===== config.mk =====
export PLATFORM = sky130hd
export DESIGN_NAME = ov5640_dvp_tx
export DESIGN_NICKNAME = d
export VERILOG_FILES = /design/src/rtl/ov5640_dvp_tx.sv
export SDC_FILE = /design/constraint.sdc
export NUM_CORES = 1
export LEC_CHECK = 0
export CORE_MARGIN = 2
export CORE_UTILIZATION = 56
export CTS_CLUSTER_SIZE = 16
export DETAILED_ROUTE_END_ITERATION = 8
export MAX_ROUTING_LAYER = met4
export PLACE_DENSITY = 0.84
export SLEW_MARGIN = 20
export SYNTH_ARGS = -nofsm -noshare
export SYNTH_HDL_FRONTEND = slang
export SYNTH_SLANG_ARGS = --single-unit

===== constraint.sdc =====
create_clock -name clk_50m -period 5.2 [get_ports clk_50m]
set_clock_uncertainty 0.05 [all_clocks]
set_input_delay 1.04 -clock clk_50m [delete_from_list [all_inputs] [get_ports clk_50m]]
set_output_delay 1.04 -clock clk_50m [all_outputs]
set_load 0.005 [all_outputs]

===== src/rtl/ov5640_dvp_tx.sv =====
// ============================================================================
// ov5640_dvp_tx
// ----------------------------------------------------------------------------
// Purpose:
//   OV5640-style DVP transmitter. It takes 16-bit RGB565 pixels from a
//   valid/ready stream with a start-of-frame flag and sends them as an 8-bit
//   DVP byte stream (high byte first, one byte per clk_50m cycle), framed by
//   dvp_vsync/dvp_href with parameterised blanking. It emulates a camera
//   sensor so the capture path can be exercised in loopback without a camera.
//
// Ports:
//   clk_50m     in   1   clock; all dvp_* outputs change on its rising edge
//   sys_rst     in   1   synchronous reset, active-high
//   tx_en       in   1   start/continue framing, looked at only at frame edges
//   pix_data    in  16   RGB565 pixel
//   pix_valid   in   1   pix_data is valid
//   pix_sof     in   1   pix_data is pixel (0,0) of a frame
//   pix_ready   out  1   pixel accepted when pix_valid & pix_ready
//   dvp_vsync   out  1   frame sync, active-high
//   dvp_href    out  1   line valid
//   dvp_data    out  8   byte data
//   frame_done  out  1   one-cycle pulse on the last cycle of the front porch
//   underrun    out  1   sticky: a pixel slot found no valid pixel
//   sync_err    out  1   sticky: SOF seen away from (0,0), or (0,0) lacked SOF
//   busy        out  1   framing in progress (state is not IDLE)
// ============================================================================
module ov5640_dvp_tx #(
    parameter int unsigned H_ACTIVE = 480,
    parameter int unsigned H_BLANK  = 64,
    parameter int unsigned V_SYNC   = 2,
    parameter int unsigned V_BACK   = 4,
    parameter int unsigned V_ACTIVE = 272,
    parameter int unsigned V_FRONT  = 2,
    parameter logic [15:0] FILL     = 16'h0000
) (
    input  logic        clk_50m,
    input  logic        sys_rst,
    input  logic        tx_en,
    input  logic [15:0] pix_data,
    input  logic        pix_valid,
    input  logic        pix_sof,
    output logic        pix_ready,
    output logic        dvp_vsync,
    output logic        dvp_href,
    output logic [7:0]  dvp_data,
    output logic        frame_done,
    output logic        underrun,
    output logic        sync_err,
    output logic        busy
);

    // Every line, including sync and porch lines, is LINE_LEN cycles long.
    localparam int unsigned LINE_LEN = 2 * H_ACTIVE + H_BLANK;
    localparam int unsigned V_TOTAL  = V_SYNC + V_BACK + V_ACTIVE + V_FRONT;

    localparam int unsigned HW = (LINE_LEN > 1) ? $clog2(LINE_LEN) : 1;
    localparam int unsigned VW = (V_TOTAL  > 1) ? $clog2(V_TOTAL)  : 1;

    // Counter values marking the ends of each region. vcnt counts lines from
    // the start of VSYNC, so the active lines follow the sync and back porch.
    localparam logic [HW-1:0] H_LAST       = HW'(LINE_LEN - 1);
    localparam logic [HW-1:0] H_ACT_LAST   = HW'(2 * H_ACTIVE - 1);
    localparam logic [VW-1:0] V_SYNC_LAST  = VW'(V_SYNC - 1);
    localparam logic [VW-1:0] V_BACK_LAST  = VW'(V_SYNC + V_BACK - 1);
    localparam logic [VW-1:0] V_ACT_FIRST  = VW'(V_SYNC + V_BACK);
    localparam logic [VW-1:0] V_ACT_LAST   = VW'(V_SYNC + V_BACK + V_ACTIVE - 1);
    localparam logic [VW-1:0] V_LAST       = VW'(V_TOTAL - 1);

    typedef enum logic [2:0] {
        S_IDLE,
        S_VSYNC,
        S_VBACK,
        S_ACTIVE,
        S_HBLANK,
        S_VFRONT
    } state_e;

    state_e          state_q, state_d;
    logic [HW-1:0]   hcnt_q, hcnt_d;
    logic [VW-1:0]   vcnt_q, vcnt_d;

    logic            vsync_q, href_q, frameDone_q;
    logic [7:0]      data_q, data_d;
    logic [7:0]      lowByte_q, lowByte_d;
    logic            underrun_q, underrun_d;
    logic            syncErr_q, syncErr_d;

    logic            lineEnd;
    logic            frameEnd;
    logic            clearSticky;
    logic            firstSlot;
    logic [HW-1:0]   hcntNext;
    logic [VW-1:0]   vcntNext;

    assign lineEnd   = (hcnt_q == H_LAST);
    assign firstSlot = (vcnt_q == V_ACT_FIRST) && (hcnt_q == '0);

    // Free-running position inside the frame: hcnt wraps at the end of each
    // line, vcnt wraps at the end of the last front-porch line.
    assign hcntNext = lineEnd ? '0 : hcnt_q + HW'(1);
    assign vcntNext = lineEnd ? ((vcnt_q == V_LAST) ? '0 : vcnt_q + VW'(1))
                              : vcnt_q;

    // Next-state logic. Region changes happen on line ends, except the
    // ACTIVE->HBLANK split which happens mid-line after the last byte.
    // tx_en is only examined in IDLE and on the final front-porch cycle, so
    // a frame in flight always completes.
    always_comb begin
        state_d     = state_q;
        hcnt_d      = hcntNext;
        vcnt_d      = vcntNext;
        frameEnd    = 1'b0;
        clearSticky = 1'b0;
        case (state_q)
            S_IDLE: begin
                hcnt_d = '0;
                vcnt_d = '0;
                if (tx_en) begin
                    state_d     = S_VSYNC;
                    clearSticky = 1'b1;
                end
            end
            S_VSYNC: begin
                if (lineEnd && (vcnt_q == V_SYNC_LAST)) begin
                    state_d = S_VBACK;
                end
            end
            S_VBACK: begin
                if (lineEnd && (vcnt_q == V_BACK_LAST)) begin
                    state_d = S_ACTIVE;
                end
            end
            S_ACTIVE: begin
                if (hcnt_q == H_ACT_LAST) begin
                    state_d = S_HBLANK;
                end
            end
            S_HBLANK: begin
                if (lineEnd) begin
                    state_d = (vcnt_q == V_ACT_LAST) ? S_VFRONT : S_ACTIVE;
                end
            end
            S_VFRONT: begin
                if (lineEnd && (vcnt_q == V_LAST)) begin
                    frameEnd = 1'b1;
                    state_d  = tx_en ? S_VSYNC : S_IDLE;
                end
            end
            default: begin
                state_d = S_IDLE;
                hcnt_d  = '0;
                vcnt_d  = '0;
            end
        endcase
    end

    // Ready generation. Before the active region, non-SOF pixels are drained
    // so that the SOF pixel is waiting at the head for slot (0,0). In the
    // active region only the even (high-byte) cycle of each slot takes a pixel.
    always_comb begin
        pix_ready = 1'b0;
        case (state_q)
            S_VSYNC, S_VBACK: pix_ready = pix_valid & ~pix_sof;
            S_ACTIVE:         pix_ready = ~hcnt_q[0];
            default:          pix_ready = 1'b0;
        endcase
    end

    // Byte path and sticky flags. On the even cycle of a slot the high byte
    // goes out next and the low byte is parked; a missing pixel is replaced
    // by FILL so the line timing never stretches. An SOF mismatch at any slot
    // still transmits the pixel but flags sync_err.
    always_comb begin
        data_d     = 8'h00;
        lowByte_d  = lowByte_q;
        underrun_d = underrun_q;
        syncErr_d  = syncErr_q;
        if (clearSticky) begin
            underrun_d = 1'b0;
            syncErr_d  = 1'b0;
        end
        if (state_q == S_ACTIVE) begin
            if (!hcnt_q[0]) begin
                if (pix_valid) begin
                    data_d    = pix_data[15:8];
                    lowByte_d = pix_data[7:0];
                    if (pix_sof != firstSlot) begin
                        syncErr_d = 1'b1;
                    end
                end else begin
                    data_d     = FILL[15:8];
                    lowByte_d  = FILL[7:0];
                    underrun_d = 1'b1;
                end
            end else begin
                data_d = lowByte_q;
            end
        end
    end

    // State, counters and registered outputs. vsync/href are registered
    // copies of the state so they line up with dvp_data, which is itself one
    // cycle behind the slot that accepted the pixel.
    always_ff @(posedge clk_50m) begin
        if (sys_rst) begin
            state_q     <= S_IDLE;
            hcnt_q      <= '0;
            vcnt_q      <= '0;
            vsync_q     <= 1'b0;
            href_q      <= 1'b0;
            frameDone_q <= 1'b0;
            data_q      <= 8'h00;
            lowByte_q   <= 8'h00;
            underrun_q  <= 1'b0;
            syncErr_q   <= 1'b0;
        end else begin
            state_q     <= state_d;
            hcnt_q      <= hcnt_d;
            vcnt_q      <= vcnt_d;
            vsync_q     <= (state_q == S_VSYNC);
            href_q      <= (state_q == S_ACTIVE);
            frameDone_q <= frameEnd;
            data_q      <= data_d;
            lowByte_q   <= lowByte_d;
            underrun_q  <= underrun_d;
            syncErr_q   <= syncErr_d;
        end
    end

    assign dvp_vsync  = vsync_q;
    assign dvp_href   = href_q;
    assign dvp_data   = data_q;
    assign frame_done = frameDone_q;
    assign underrun   = underrun_q;
    assign sync_err   = syncErr_q;
    assign busy       = (state_q != S_IDLE);

endmodule


==> reports/qor.csv <==
stage;metric;value;unit
outcome;status;complete, no violations;
clocking;post-CTS setup repair buffer count;0;
pwr;Leak;0.8490;nW
worst_setup_path;CP Cell Sequence;clkdlybuf4s50_1 -> nor3b_1 -> a21oi_1 -> nor2_1 -> clkdlybuf4s50_1;
worst_setup_path;Critical Path AT;2.69;ns
synth;Yosys reg bits;43;
worst_setup_path;Crit Path Category;in2out;
placed_design;GPL Wtd Cong;0.8216;
pwr;Peak VDD IR;0.2061;mV
drt;WL met2;1923;microns
drt;post-route ant nets;0;
timing;crit path setup slack, layout;1.424;ns
synth;EDFF count, synth;0;
clocking;post-CTS resize count;0;
synth;Synthesis Warnings;0;
drt;Top Layer Used;met4;
layout;filler instances;257;
global_route;vias in the first global route;1600;
timing;final hold slack;0.4108;ns
clocking;Num CTS Buffers;5;
layout;final instance area;2436;sq um
clocking;TritonCTS Sinks;43;
clocking;worst skew pair latency;0.36;ns
worst_setup_path;Worst Path Max Fanout;13;
worst_setup_path;slowest stage delay, CP;0.73;ns
drt;Met3 Wirelength;213;microns
timing;worst-margin pin slew;0.5987;ns
global_route;first-pass GRT wire length;7245;microns
synth;Post-synth top flop;dfxtp_1;
pwr;P per Cell Area;282.9;nW/um^2
floorplan;core area;3416;sq um
synth;Synth Cell Area;2049;sq um
run;max cap viols;0;
floorplan;die width;64.50;microns
timing;Max Freq;0.2648;GHz
worst_setup_path;critical path required time;4.11;ns
drt;initial DRC count;110;
worst_setup_path;crit end category;output port;
drt;WL per Instance;13.22;microns
global_route;Overflow after GRT;0;
pwr;Total Power;689.1;uW
timing;setup violators final;0;
synth;syn_area_per_cell;8.611;sq um
timing;Worst slew margin;0.5996;
clocking;CTS tree;built;
drt;Routed WL;4138;microns
worst_setup_path;CP max stage cell;clkdlybuf4s50_1;
layout;final core occ;0.7132;
floorplan;I/O pins;36;
worst_setup_path;CP startpoint kind;primary input;
clocking;root buffer cell;clkbuf_4;
timing;RSZ-0062 raised after global routing;false;
synth;Yosys cell types;48;
placed_design;Post-Place Setup Slack;1.430;ns
drt;routed length on met1;1920;microns
floorplan;Initial Util;0.6000;
clocking;clk slew on worst S/H paths;0.11;ns
placed_design;DP HPWL;2958;microns
worst_hold_path;worst min path class;reg2reg;
layout;fin nets;292;
timing;Post-Route Setup TNS;0;ns
drt;vias;1728;
synth;async set or reset register ratio after synthesis;0;
floorplan;die area;4160;sq um
synth;Syn Nets;264;
placed_design;IO Port Bufs;35;
floorplan;Die Height;64.50;microns
global_route;antenna violations before repair;0;
floorplan;# rows;21;
timing;Slew Limit Fails;0;
layout;Ant. Diodes;0;
synth;Synth area leader;dfxtp_1;
synth;Post-Syn Instances;238;
synth;main area contributors after synthesis;dfxtp_1, nor2_1, xor2_1;
clocking;CTS Hold Buffers Added;0;
timing;Tmin final;3.776;ns
synth;top cell type's share of synthesized area;0.4200;
global_route;largest net degree at the start of global routing;19;
drt;TritonRoute pass-1 iters;4;
worst_setup_path;crit-path most repeated cell;clkdlybuf4s50_1;
layout;Non-Filler Instances;313;
layout;Area growth syn-to-layout;18.86;%
clocking;clock buffer depth;2;
drt;Remaining DRCs;0;
global_route;GRT Total Usage;0.2282;
timing;Final Hold Fails;0;
synth;Seq/Total Area, Yosys;0.4200;
clocking;H-Tree Depth;2;
timing;period utilization;0.7261;
layout;share of layout cells above drive strength 1;0.04869;
placed_design;placement-stage cell area;2386;sq um
placed_design;dpl cells;305;
drt;Via density;5.521;
==> worst paths after layout <==
kind	slack (ns)	cells after the start	endpoint	start
worst max-delay path	1.42	5	pix_ready	pix_valid
worst min-delay path	0.41	2	lowByte_q[5]$_SDFFE_PP0P_	lowByte_q[5]$_SDFFE_PP0P_
worst max register to register	2.76	6	state_q[1]$_SDFFE_PP0P_	hcnt_q[0]$_SDFF_PP0_
worst min register to register	0.41	2	lowByte_q[5]$_SDFFE_PP0P_	lowByte_q[5]$_SDFFE_PP0P_
==> registers in the layout, indices dropped and copies added (netlist names) <==
register    count
hcnt_q         10
vcnt_q          9
dvp_data        8
lowByte_q       8
state_q         3
dvp_href        1
dvp_vsync       1
frame_done      1
sync_err        1
underrun        1
==> critical path: cells and delay by family <==
kind / cells / cell delay [ns]
buf+inv: 2 / 1.25
simple gates: 2 / 0.33
compound gates: 1 / 0.06
==> metal layers <==
metal	GRT usage	vias to the layer above
met1	0.3094	782
met3	0.05208	9
met5	-	-
met4	0.09574	0
li1	-	885
met2	0.3294	52
==> where the power goes <==
group	switching, mW	leakage, nW	total, mW	internal, mW
Sequential	0.0369	0.347	0.381	0.344
Clock	0.102	0.0293	0.155	0.0528
Combinational	0.0756	0.473	0.153	0.0773
==> cell type report <==
| class | instances | area (sq um) | share of cell area |
|---|---|---|---|
| clock buffers | 7 | 45.04 | 0.01849 |
| clock inverters | 1 | 5.005 | 0.002054 |
| inverters | 7 | 26.28 | 0.01079 |
| multi-input cells | 174 | 1091 | 0.4479 |
| flip-flops and latches | 43 | 860.8 | 0.3534 |
| well taps | 46 | 57.56 | 0.02363 |
| repair buffers | 35 | 350.3 | 0.1438 |
==> synthesized netlist by cell type, types with 2 or more instances <==
master / count
clkbuf_1: 9
nand2b_1: 2
mux2i_1: 2
xor2_1: 13
inv_1: 7
and4_1: 4
buf_6: 2
o211ai_1: 2
and3b_1: 3
nor3_1: 2
nor3b_1: 2
nor4_1: 2
a21oi_1: 15
o31a_1: 2
nand2_1: 16
buf_2: 3
nand3_2: 2
nor2_1: 34
ha_1: 5
o21ai_0: 2
dfxtp_1: 43
xnor2_1: 4
and3_1: 4
and2_1: 4
nand4_1: 5
nor2b_1: 5
nand3_1: 16
a22oi_1: 7
nand3b_1: 2
==> cell families (layout without fill, tap and decap cells) <==
kind of cell,after synthesis,count (layout),synth area share
xor gates and xnor gates,17,17,0.07265
muxes,3,3,0.01526
and+or+nand+nor,111,111,0.2900
DFF,43,43,0.4200
AOI/OAI and AO/OA,38,38,0.1239
adders and majority gates,5,5,0.03053
buffers and inverters,21,50,0.04762
==> layout by cell type, fill, tap and decap left out, types with 2 or more instances in the layout <==
cell type and count:
nor2_1 34, o211ai_1 2, mux2i_1 2, clkbuf_1 2, and3b_1 3, and4_1 4
o31a_1 2, nor3b_1 2, and2_1 4, a22oi_1 7, a21oi_1 15, xor2_1 13
inv_1 7, o21ai_0 2, nand3b_1 2, ha_1 5, dfxtp_1 43, xnor2_1 4
nand3_1 16, nand2_1 16, nor4_1 2, clkdlybuf4s50_1 35, and3_1 4, nor2b_1 5
nand2b_1 2, clkbuf_4 5, nor3_1 2, nand3_2 2, nand4_1 5
No activity file was read; power rests on OpenSTA's default activity.
